## src/rtl/uart_word_rx.sv

```systemverilog
// UART receiver that pairs two bytes into one 16-bit word, {first, second}.
// Define UART_RX_PARITY_EN to receive 8E1 frames instead of 8N1.
module uart_word_rx #(
  parameter int unsigned CLK_FREQ     = 50_000_000,
  parameter int unsigned BAUD_RATE    = 115_200,
  parameter int unsigned TIMEOUT_BITS = 10
) (
  input  logic        CLK,
  input  logic        rst,
  input  logic        rx_in,
  output logic [15:0] data_out,
  output logic        data_valid,
  output logic        frame_err,
  output logic        busy
);

  // CLKS_PER_BIT must be at least 4 for the half-bit start sample to work.
  localparam int unsigned CLKS_PER_BIT = CLK_FREQ / BAUD_RATE;
  localparam int unsigned TMO_LIMIT    = TIMEOUT_BITS * CLKS_PER_BIT;
  localparam int          CNT_W        = $clog2(CLKS_PER_BIT);
  localparam int          TMO_W        = $clog2(TMO_LIMIT + 1);

  localparam logic [CNT_W-1:0] HALF_M1 = CNT_W'(CLKS_PER_BIT / 2 - 1);
  localparam logic [CNT_W-1:0] BIT_M1  = CNT_W'(CLKS_PER_BIT - 1);
  localparam logic [TMO_W-1:0] TMO_END = TMO_W'(TMO_LIMIT);

  typedef enum logic [2:0] {
    S_IDLE,
    S_START,
    S_DATA,
`ifdef UART_RX_PARITY_EN
    S_PARITY,
`endif
    S_STOP
  } state_e;

  state_e           state_q;
  logic [1:0]       sync_q;
  logic [CNT_W-1:0] clk_cnt_q;
  logic [TMO_W-1:0] tmo_cnt_q;
  logic [2:0]       bit_idx_q;
  logic [7:0]       shift_q;
  logic [7:0]       hi_q;
  logic             phase_q;
  logic             byte_ok_q;
  logic [15:0]      data_out_q;
  logic             data_valid_q;
  logic             frame_err_q;
`ifdef UART_RX_PARITY_EN
  logic             par_err_q;
`endif

  logic rx_s;
  assign rx_s = sync_q[1];

  // NOTE: every register here uses <= so all state updates see pre-edge values.
  always_ff @(posedge CLK or negedge rst) begin
    if (!rst) begin
      state_q      <= S_IDLE;
      sync_q       <= 2'b11;
      clk_cnt_q    <= '0;
      tmo_cnt_q    <= '0;
      bit_idx_q    <= '0;
      shift_q      <= '0;
      hi_q         <= '0;
      phase_q      <= 1'b0;
      byte_ok_q    <= 1'b0;
      data_out_q   <= '0;
      data_valid_q <= 1'b0;
      frame_err_q  <= 1'b0;
`ifdef UART_RX_PARITY_EN
      par_err_q    <= 1'b0;
`endif
    end else begin
      sync_q       <= {sync_q[0], rx_in};
      data_valid_q <= 1'b0;
      frame_err_q  <= 1'b0;
      byte_ok_q    <= 1'b0;

      unique case (state_q)
        S_IDLE: begin
          // A start bit beats a timeout expiring on the same cycle.
          if (!rx_s) begin
            state_q   <= S_START;
            clk_cnt_q <= '0;
            tmo_cnt_q <= '0;
          end else if (phase_q) begin
            if (tmo_cnt_q == TMO_END) begin
              phase_q   <= 1'b0;
              tmo_cnt_q <= '0;
            end else begin
              tmo_cnt_q <= tmo_cnt_q + 1'b1;
            end
          end
        end

        S_START: begin
          if (clk_cnt_q == HALF_M1) begin
            clk_cnt_q <= '0;
            bit_idx_q <= '0;
            state_q   <= rx_s ? S_IDLE : S_DATA;
          end else begin
            clk_cnt_q <= clk_cnt_q + 1'b1;
          end
        end

        S_DATA: begin
          if (clk_cnt_q == BIT_M1) begin
            clk_cnt_q          <= '0;
            shift_q[bit_idx_q] <= rx_s;
            bit_idx_q          <= bit_idx_q + 3'd1;
            if (bit_idx_q == 3'd7) begin
`ifdef UART_RX_PARITY_EN
              state_q <= S_PARITY;
`else
              state_q <= S_STOP;
`endif
            end
          end else begin
            clk_cnt_q <= clk_cnt_q + 1'b1;
          end
        end

`ifdef UART_RX_PARITY_EN
        S_PARITY: begin
          if (clk_cnt_q == BIT_M1) begin
            clk_cnt_q <= '0;
            par_err_q <= (rx_s != ^shift_q);
            state_q   <= S_STOP;
          end else begin
            clk_cnt_q <= clk_cnt_q + 1'b1;
          end
        end
`endif

        S_STOP: begin
          // Back to IDLE mid stop bit so a back-to-back start edge is not missed.
          if (clk_cnt_q == BIT_M1) begin
            clk_cnt_q <= '0;
            state_q   <= S_IDLE;
`ifdef UART_RX_PARITY_EN
            if (rx_s && !par_err_q) begin
`else
            if (rx_s) begin
`endif
              byte_ok_q <= 1'b1;
            end else begin
              frame_err_q <= 1'b1;
              phase_q     <= 1'b0;
            end
          end else begin
            clk_cnt_q <= clk_cnt_q + 1'b1;
          end
        end

        default: state_q <= S_IDLE;
      endcase

      // shift_q stays stable here: the next DATA sample is at least a bit period away.
      if (byte_ok_q) begin
        if (phase_q) begin
          data_out_q   <= {hi_q, shift_q};
          data_valid_q <= 1'b1;
          phase_q      <= 1'b0;
        end else begin
          hi_q    <= shift_q;
          phase_q <= 1'b1;
        end
      end
    end
  end

  assign data_out   = data_out_q;
  assign data_valid = data_valid_q;
  assign frame_err  = frame_err_q;
  assign busy       = (state_q != S_IDLE) || phase_q;

endmodule
```

## config.mk

```make
export PLATFORM = sky130hd
export DESIGN_NAME = uart_word_rx
export DESIGN_NICKNAME = d
export VERILOG_FILES = /design/src/rtl/uart_word_rx.sv
export SDC_FILE = /design/constraint.sdc
export NUM_CORES = 1
export LEC_CHECK = 0
export ABC_AREA = 1
export ABC_CLOCK_PERIOD_IN_PS = 2700
export CAP_MARGIN = 20
export CORE_MARGIN = 4
export CORE_UTILIZATION = 40
export CTS_BUF_LIST = sky130_fd_sc_hd__clkbuf_8 sky130_fd_sc_hd__clkbuf_16
export DETAILED_ROUTE_END_ITERATION = 8
export MAX_ROUTING_LAYER = met4
export PLACE_DENSITY = 0.67
export SLEW_MARGIN = 20
export SYNTH_ARGS = -nofsm -noshare
export SYNTH_HDL_FRONTEND = slang
export SYNTH_SLANG_ARGS = --single-unit
```

## constraint.sdc

```tcl
create_clock -name CLK -period 2.7 [get_ports CLK]
set_clock_uncertainty 0.15 [all_clocks]
set_input_delay 0.54 -clock CLK [delete_from_list [all_inputs] [get_ports CLK]]
set_output_delay 0.54 -clock CLK [all_outputs]
set_load 0.01 [all_outputs]
```

==> results.md <==
* Least-Margin Pin Slew at 0.565 ns
* CP peak stage delay at 0.51 ns
* GR Util All Layers at 14.4%
* GR peak layer: met2
* Nets at 426
* CTS Root Cell: clkbuf_8
* Crit-path cells: nor2_8 > nand2_1 > clkdlybuf4s50_1
* CTS Hold Buffers Added at 0
* Routed Antenna Nets at 0
* CTS max path bufs at 2
* PostCTS Resize Cnt at 0
* Maximum vdd drop at 0.000213 V
* Largest net degree at the start of global routing at 28
* Power per cell area at 457 mW/mm2
* Final setup viols at 0
* Drt first pass iters at 4
* Synth Instances at 386
* Routed WL per cell at 11.7 um
* Global route total overflow at 0
* IO Port Bufs at 21
* RSZ-0062 raised after global routing: false
* Critical Path AT at 1.62 ns
* Crit-path slowest cell: dfrtp_1
* Total of max-cap violations at 0
* I/O pin count at 22
* Die Width at 97.8 um
* Slew Limit Headroom at 62.4%
* Leakage at 1.78 nW
* H-tree depth reported by CTS at 3
* M1 GR Usage at 17.5%
* Post-route DRC at 0
* Met3 Use GR at 3.36%
* Placer's final routability congestion estimate at 0.812
* Max Slew Vio Count at 0
* FP Rows at 32
* Syn Nets at 396
* Initial antenna violation count at 0
* Critical Path RT at 2.01 ns
* Area Growth Syn to Fin at 15.4%
* Register area share after synthesis at 50.5%
* Layout cell share with drive strength beyond 1 at 11.4%
* Critical Path Start Type: flip-flop
* N_diodes at 0
* Synth async-reset ratio at 100%
* Final Core Density at 47.9%
* CTS Buf Count at 9
* Fmax at 0.434 GHz
* 1st-iter DRT viols at 133
* Yosys warnings at 0
* Post-synth top area cell: dfrtp_1
* Final hold viol count at 0
* Via/cell ratio at 4.85
* CTS tree: built
* EDFF count, synth at 0
* Crit path capture type: output port
* Via count at 2535
* Top-area cell type share of the netlist area at 48.9%
* Worst skew pair latency at 0.35 ns
* Period utilization at 85.4%
* WL final at 6110 um
* Post CTS Setup Buffer Count at 0
* Avg Cell Area, Syn at 8.35 um2
* Post-route setup TNS at 0 ns
* First-pass GRT wire length at 11000 um
* Die ar. at 0.00956 mm2
* Post-layout min period at 2.31 ns
* Worst-path fanout max at 8
* Met2 global-route usage at 22.5%
* Status: complete, no violations
* Most common cell in the synthesized netlist: nand2_1
* Synth cell types at 35
* Ys flop type: dfrtp_1
* Clk sink count at 65
* Core area at 0.00777 mm2
* Initial core utilization at 41.5%
* Die Y at 97.8 um
* Seq cells post-synth at 65
* Worst min path class: input pin to asynchronous set/reset pin
* DP Wirelength at 4430 um
* Crit path kind: flip-flop to output port
* Fillers at 766
* Most instantiated cells after synthesis: nand2_1, dfrtp_1, inv_1
* Ranking of synthesized cells by area: dfrtp_1, nand2_1, inv_1
* Mapped Area at 0.00322 mm2
* CTS clk-pin slew, worst paths at 0.08 ns
* Vias in the first global route at 2491
* Fin Hold WS at 0.0307 ns
==> layout by cell type (no fill, tap or decap), types with 9 or more instances in the layout <==
cell and n:
nand3_1 20, inv_1 47, clkbuf_8 9, nor2_1 26
o21ai_0 29, nand2_1 117, o21ai_1 11, dfrtp_1 63
clkdlybuf4s50_1 20, nand4_1 10
==> path summary, 6_finish.rpt <==
path | start | end | slack [ns] | cells after the start
worst max register to register | sync_q[1] | tmo_cnt_q[2] | 0.99 | 6
worst min-delay path | rst | phase_q | 0.03 | 1
min in group CLK | sync_q[0] | sync_q[1] | 0.22 | 0
max in group asynchronous | rst | frame_err | 1.74 | 2
worst min register to register | sync_q[0] | sync_q[1] | 0.22 | 0
worst max-delay path | state_q[1] | busy | 0.39 | 3
==> flip-flops by register name, summed over array words and instances (netlist names) <==
register    flops
tmo_cnt_q      13
byte_ok_q       1
shift_q         8
frame_err       1
hi_q            8
bit_idx_q       3
data_valid      1
phase_q         1
data_out       16
sync_q          2
clk_cnt_q       9
state_q         2
==> report_power, final <==
part           total (mW)  internal [mW]  switching (mW)
combinational      0.0291        0.00653          0.0226
clock               0.692          0.322           0.369
sequential          0.979          0.976         0.00315
total                1.70           1.30           0.395
==> layout make-up <==
type / count / area [um2] / area share (%)
Clock buffer: 9 / 124 / 3.33
Tap cell: 102 / 128 / 3.43
Sequential cell: 65 / 1630 / 43.8
Timing Repair Buffer: 24 / 240 / 6.46
Inverter: 51 / 203 / 5.45
Multi-Input combinational cell: 265 / 1360 / 36.5
Clock inverter: 7 / 38.8 / 1.04
==> critical path, delay by kind of cell (launching register included) <==
kind          cells  cell delay [ns]
buf+inv           1             0.49
simple gates      2             0.27
flops             1             0.51
==> metrics by stage <==
step	setup WS [ns]	cells	power [mW]	area (um2)
6_report	0.395	523	1.70	3720
5_1_grt	0.337	523	1.77	3720
4_1_cts	0.375	523	1.72	3720
3_5_place_dp	0.756	507	1.03	3560
3_3_place_gp	0.780	507	1.03	3560
2_1_floorplan	1.17	386	1.00	3220
==> cell families (layout without fill, tap and decap cells) <==
family | after synthesis | after routing | share of synthesized area [%]
adders and majority gates | 7 | 7 | 2.72
and+or+nand+nor | 200 | 200 | 28.9
buffers and inverters | 56 | 91 | 7.37
xor gates and xnor gates | 6 | 6 | 1.63
AOI/OAI and AO/OA | 52 | 52 | 8.85
DFF | 65 | 65 | 50.5
==> routing by layer <==
metal | vias up | share of wire (%)
met3 | 11 | 4.2
met5 | - | 0
li1 | 1289 | -
met4 | 0 | 2.0
met1 | 1191 | 47
met2 | 44 | 46
Power figures use the tool's default switching activity.
==> RTL change 1 (config.mk and constraints unchanged) <==
`TIMEOUT_BITS`: 10 -> 20.
--- a/src/rtl/uart_word_rx.sv
+++ b/src/rtl/uart_word_rx.sv
@@ -3,7 +3,7 @@
 module uart_word_rx #(
   parameter int unsigned CLK_FREQ     = 50_000_000,
   parameter int unsigned BAUD_RATE    = 115_200,
-  parameter int unsigned TIMEOUT_BITS = 10
+  parameter int unsigned TIMEOUT_BITS = 20
 ) (
   input  logic        CLK,
   input  logic        rst,
Function: same outputs for any inputs over 10 cycles, from zero or initial values and one cycle with rst low; that may be too few to reach the edited logic, so the function may still have changed.
==> RTL change 1 against the unedited design <==
The flow now finishes with violations (negative hold slack). Sequential cell count increased by 1. Fmax decreased by 2.1%. Total power increased by 10%. Wire length increased by 6.2%. Largest power group unchanged. Hold slack got worse by 0.034 ns. Combinational power increased by 2%. Highest routed layer unchanged. Area after synthesis increased by 2.5%. Critical path type unchanged. Setup slack got worse by 0.051 ns. Cell area increased by 2.8%.
==> RTL change 1: results (changes against the unedited design) <==
- The switching power as a share of total power is 23.5% (+0.24 points).
- The mean instance size in the synthesized netlist is 8.02 sq um (-3.9%).
- The largest net degree at the start of global routing is 32 (+14%).
- The checks that failed: negative hold slack.
- The detailed-routed wire length on met3 is 238 microns (-7.4%).
- The setup slack of the most critical reg-to-reg path was 0.94 ns (-0.05 ns).
- The met1 global-route usage is 19.0% (+1.5 points).
- The fraction of layout instances using a drive strength above 1 was 10.8% (-0.61 points).
- The endpoint arrival time on the critical path is 1.67 ns (+0.05 ns).
- The sequential share of power was 53.1% (-4.5 points).
- The synthesized-area fraction occupied by ao, oa, aoi and oai cells is 6.93% (-1.9 points).
- The detailed-routing wirelength on met1 is 3150 microns (+8.7%).
- Sorting the synthesized cells by how often they occur yields sky130_fd_sc_hd__nand2_1, sky130_fd_sc_hd__dfrtp_1, sky130_fd_sc_hd__inv_1.
- The met3 track demand over resource is 4.32% (+0.96 points).
- The final worst hold slack is -0.00341 ns (-0.0341 ns).
- The final worst-path setup slack is 0.344 ns (-0.0506 ns).
- The highest ir drop seen on vdd is 0.213 mV (+0.27%).
- The global-route wire length before repair is 11600 microns (+5.7%).
- The run finished, with violations left.
- The internal power is 1.43 mW (+9.7%).
- The number of fill cells was 746 (-2.6%).
- The adder-cell area share of the yosys netlist came to 2.65% (-0.067 points).
- The cell area after placement came to 3620 sq um (+1.9%).
- The routed via count was 2638 (+4.1%).
- The post-synth net total is 422 (+6.6%).
- The hold violation count in the final report came to 4 (+4).
[RTL change 1: cell count changes after synthesis, sizes merged, moves of 3 or more]
| cell | unedited run | this run |
|---|---|---|
| nor3 | 8 | 14 |
| inv | 49 | 53 |
| a21oi | 7 | 4 |
| o21ai | 42 | 34 |
| nand2 | 124 | 144 |
[RTL change 1: cell type report]
| cell class | count | area, sq um | area share [%] |
|---|---|---|---|
| clock buffer | 9 | 124 | 3.24 |
| clock inverter | 7 | 75.1 | 1.96 |
| inverter | 54 | 210 | 5.50 |
| multi-input combinational | 285 | 1390 | 36.4 |
| sequential | 66 | 1650 | 43.3 |
| tap | 102 | 128 | 3.34 |
| timing repair buffer | 24 | 240 | 6.28 |
[RTL change 1: cell families (layout without fill, tap and decap cells)]
kind of cell	count (synthesis)	in the layout
adder cells (fa/ha/maj)	7	7
flip-flops	66	66
AO/OA/AOI/OAI	42	42
buffers and inverters	61	94
XOR/XNOR	7	7
AND/OR/NAND/NOR	229	229
==> RTL change 2 (config.mk and constraints unchanged) <==
Without the edit above. One comparison of `tmo_cnt_q` changes from == to >=.
--- a/src/rtl/uart_word_rx.sv
+++ b/src/rtl/uart_word_rx.sv
@@ -85,7 +85,7 @@
             clk_cnt_q <= '0;
             tmo_cnt_q <= '0;
           end else if (phase_q) begin
-            if (tmo_cnt_q == TMO_END) begin
+            if (tmo_cnt_q >= TMO_END) begin
               phase_q   <= 1'b0;
               tmo_cnt_q <= '0;
             end else begin
Behaviour: same outputs for any inputs over 10 cycles, from zero or initial values and one cycle with rst low; that may be too few to reach the edited logic, so the function may still have changed.
==> RTL change 2 against the unedited design <==
Sequential share of layout area fell by 1.4 points. Sequential cell count unchanged. Total power grew 8.3%. First-iteration DRC count fell by 16%. Wire length rose by 6.6%. Cell area is 3.3% higher. Core utilization is 0.90 points lower. Setup slack worse by 0.047 ns. Area after synthesis increased by 3.6%. Largest power group unchanged.
==> RTL change 2: results (changes against the unedited design) <==
- The run finished with clean final reports.
- The number of nets in the layout is 446 (+4.7%).
- The worst-margin pin slew came to 0.515 ns (-0.0493 ns).
- The final wirelength is 6510 microns (+6.6%).
- The post-synth net total came to 421 (+6.3%).
- The clock slew seen by the registers of the worst setup and hold paths was 0.08 ns (about the same).
- The endpoint arrival time on the critical path is 1.66 ns (+0.04 ns).
- The register area share after synthesis is 48.8% (-1.7 points).
- The stage delay of the slowest cell on the critical path was 0.66 ns (+0.15 ns).
- The cell area after placement came to 3640 sq um (+2.3%).
- The clock tree root driver cell is sky130_fd_sc_hd__clkbuf_8.
- The largest net degree at the start of global routing is 66 (+140%).
- The latest clock arrival within the worst-skew pair is 0.33 ns (-0.02 ns).
- The wire length on met2 came to 3140 microns (+11%).
- The count of endpoints failing setup in the final report is 0 (unchanged).
- The highest fanout seen on the critical path is 9 (+1).
- The detailed-routing wirelength on met1 is 3030 microns (+4.4%).
- The via count of the first global-routing pass was 2652 (+6.5%).
- The post-synthesis async set-or-reset flop share came to 100% (unchanged).
- The global-route wire length before repair is 11500 microns (+4.8%).
- By area the synthesized netlist is led by sky130_fd_sc_hd__dfrtp_1, sky130_fd_sc_hd__nand2_1, sky130_fd_sc_hd__inv_1.
- The final estimated routing congestion in global placement was 0.881 (+8.4%).
- The detailed-routed wire length on met3 is 234 microns (-8.9%).
- The unique cell type count in the Yosys netlist is 30 (-14%).
- The iteration-0 DRC count of the detailed router is 112 (-16%).
- The number of antenna violations at the first check in global routing is 0 (unchanged).
- The highest layer used for signal routing is met4.
- The number of gates resized after CTS is 0 (unchanged).
- The fraction of layout instances using a drive strength above 1 is 11.1% (-0.29 points).
- The estimated wirelength of the detail-placed design is 4590 microns (+3.5%).
- The number of fill cells is 803 (+4.8%).
- The average vias per placed instance came to 4.86 (+0.21%).
- The combined global-route utilization of all metal layers is 14.8% (+0.40 points).
- The iteration count of the initial detailed-routing pass is 4 (unchanged).
- The highest ir drop seen on vdd is 0.242 mV (+14%).
- By count the netlist is led by sky130_fd_sc_hd__nand2_1, sky130_fd_sc_hd__dfrtp_1, sky130_fd_sc_hd__inv_1.
- The leakage power total is 1.87 nW (+5.1%).
- The worst hold path belongs to the class in -> async.
==> RTL change 2: cell count changes after synthesis, sizes merged, moves of 5 or more <==
cell	change
buf	+5
nand2	+15
nand3	+10
nand4	+10
nor2	+5
o21ai	-8
==> RTL change 2: layer usage <==
metal / vias to the layer above / track usage, %
met5: - / -
met4: 0 / 8.30
met3: 14 / 2.81
met2: 49 / 23.3
met1: 1229 / 17.8
li1: 1360 / -
==> RTL change 2: per-stage QoR <==
| step | total power, mW | std cells | worst slack, ns | utilization [%] | hold WS, ns |
|---|---|---|---|---|---|
| final | 1.84 | 546 | 0.347 | 47.0 | 0.0410 |
| after global routing | 1.92 | 546 | 0.257 | 47.0 | 0.0707 |
| after CTS | 1.87 | 546 | 0.315 | 47.0 | 0.0602 |
| after detailed placement | 1.03 | 530 | 0.695 | 44.5 | 0.199 |
| after global placement | 1.02 | 530 | 0.715 | 44.5 | 0.199 |
| after floorplan | 0.999 | 411 | 1.15 | - | 0.0944 |
==> RTL change 2: area by class of cell <==
class                   count  area, sq um  share of cell area [%]
multi-input cells         289         1460                    38.1
clock buffers               9          124                    3.22
repair buffers             24          240                    6.25
well taps                 105          131                    3.42
clock inverters             7         77.6                    2.02
inverters                  47          176                    4.59
flip-flops and latches     65         1630                    42.4
==> RTL change 2: worst paths after layout <==
| kind | from | endpoint | slack [ns] | depth (start not counted) |
|---|---|---|---|---|
| max | state_q[1] | busy | 0.35 | 3 |
| min | rst | data_out[15] | 0.04 | 2 |
| max reg2reg | sync_q[1] | tmo_cnt_q[2] | 0.71 | 6 |
| min reg2reg | sync_q[0] | sync_q[1] | 0.21 | 0 |
| max in group asynchronous | rst | sync_q[1] | 2.02 | 2 |
| min in group CLK | sync_q[0] | sync_q[1] | 0.21 | 0 |
==> RTL change 2: power breakdown <==
group	total [mW]	internal, mW	switching, mW
logic	0.0253	0.00524	0.0201
clock network	0.836	0.434	0.402
registers	0.979	0.976	0.00361
total	1.84	1.42	0.426
==> RTL change 2: cell families (layout without fill, tap and decap cells) <==
group / count (synthesis) / after routing / share of synthesized area (%)
buf+inv: 57 / 87 / 7.42
compound gates: 38 / 38 / 6.67
fa+ha+maj: 7 / 7 / 2.62
flops: 65 / 65 / 48.8
simple gates: 237 / 237 / 32.7
xor+xnor: 7 / 7 / 1.84
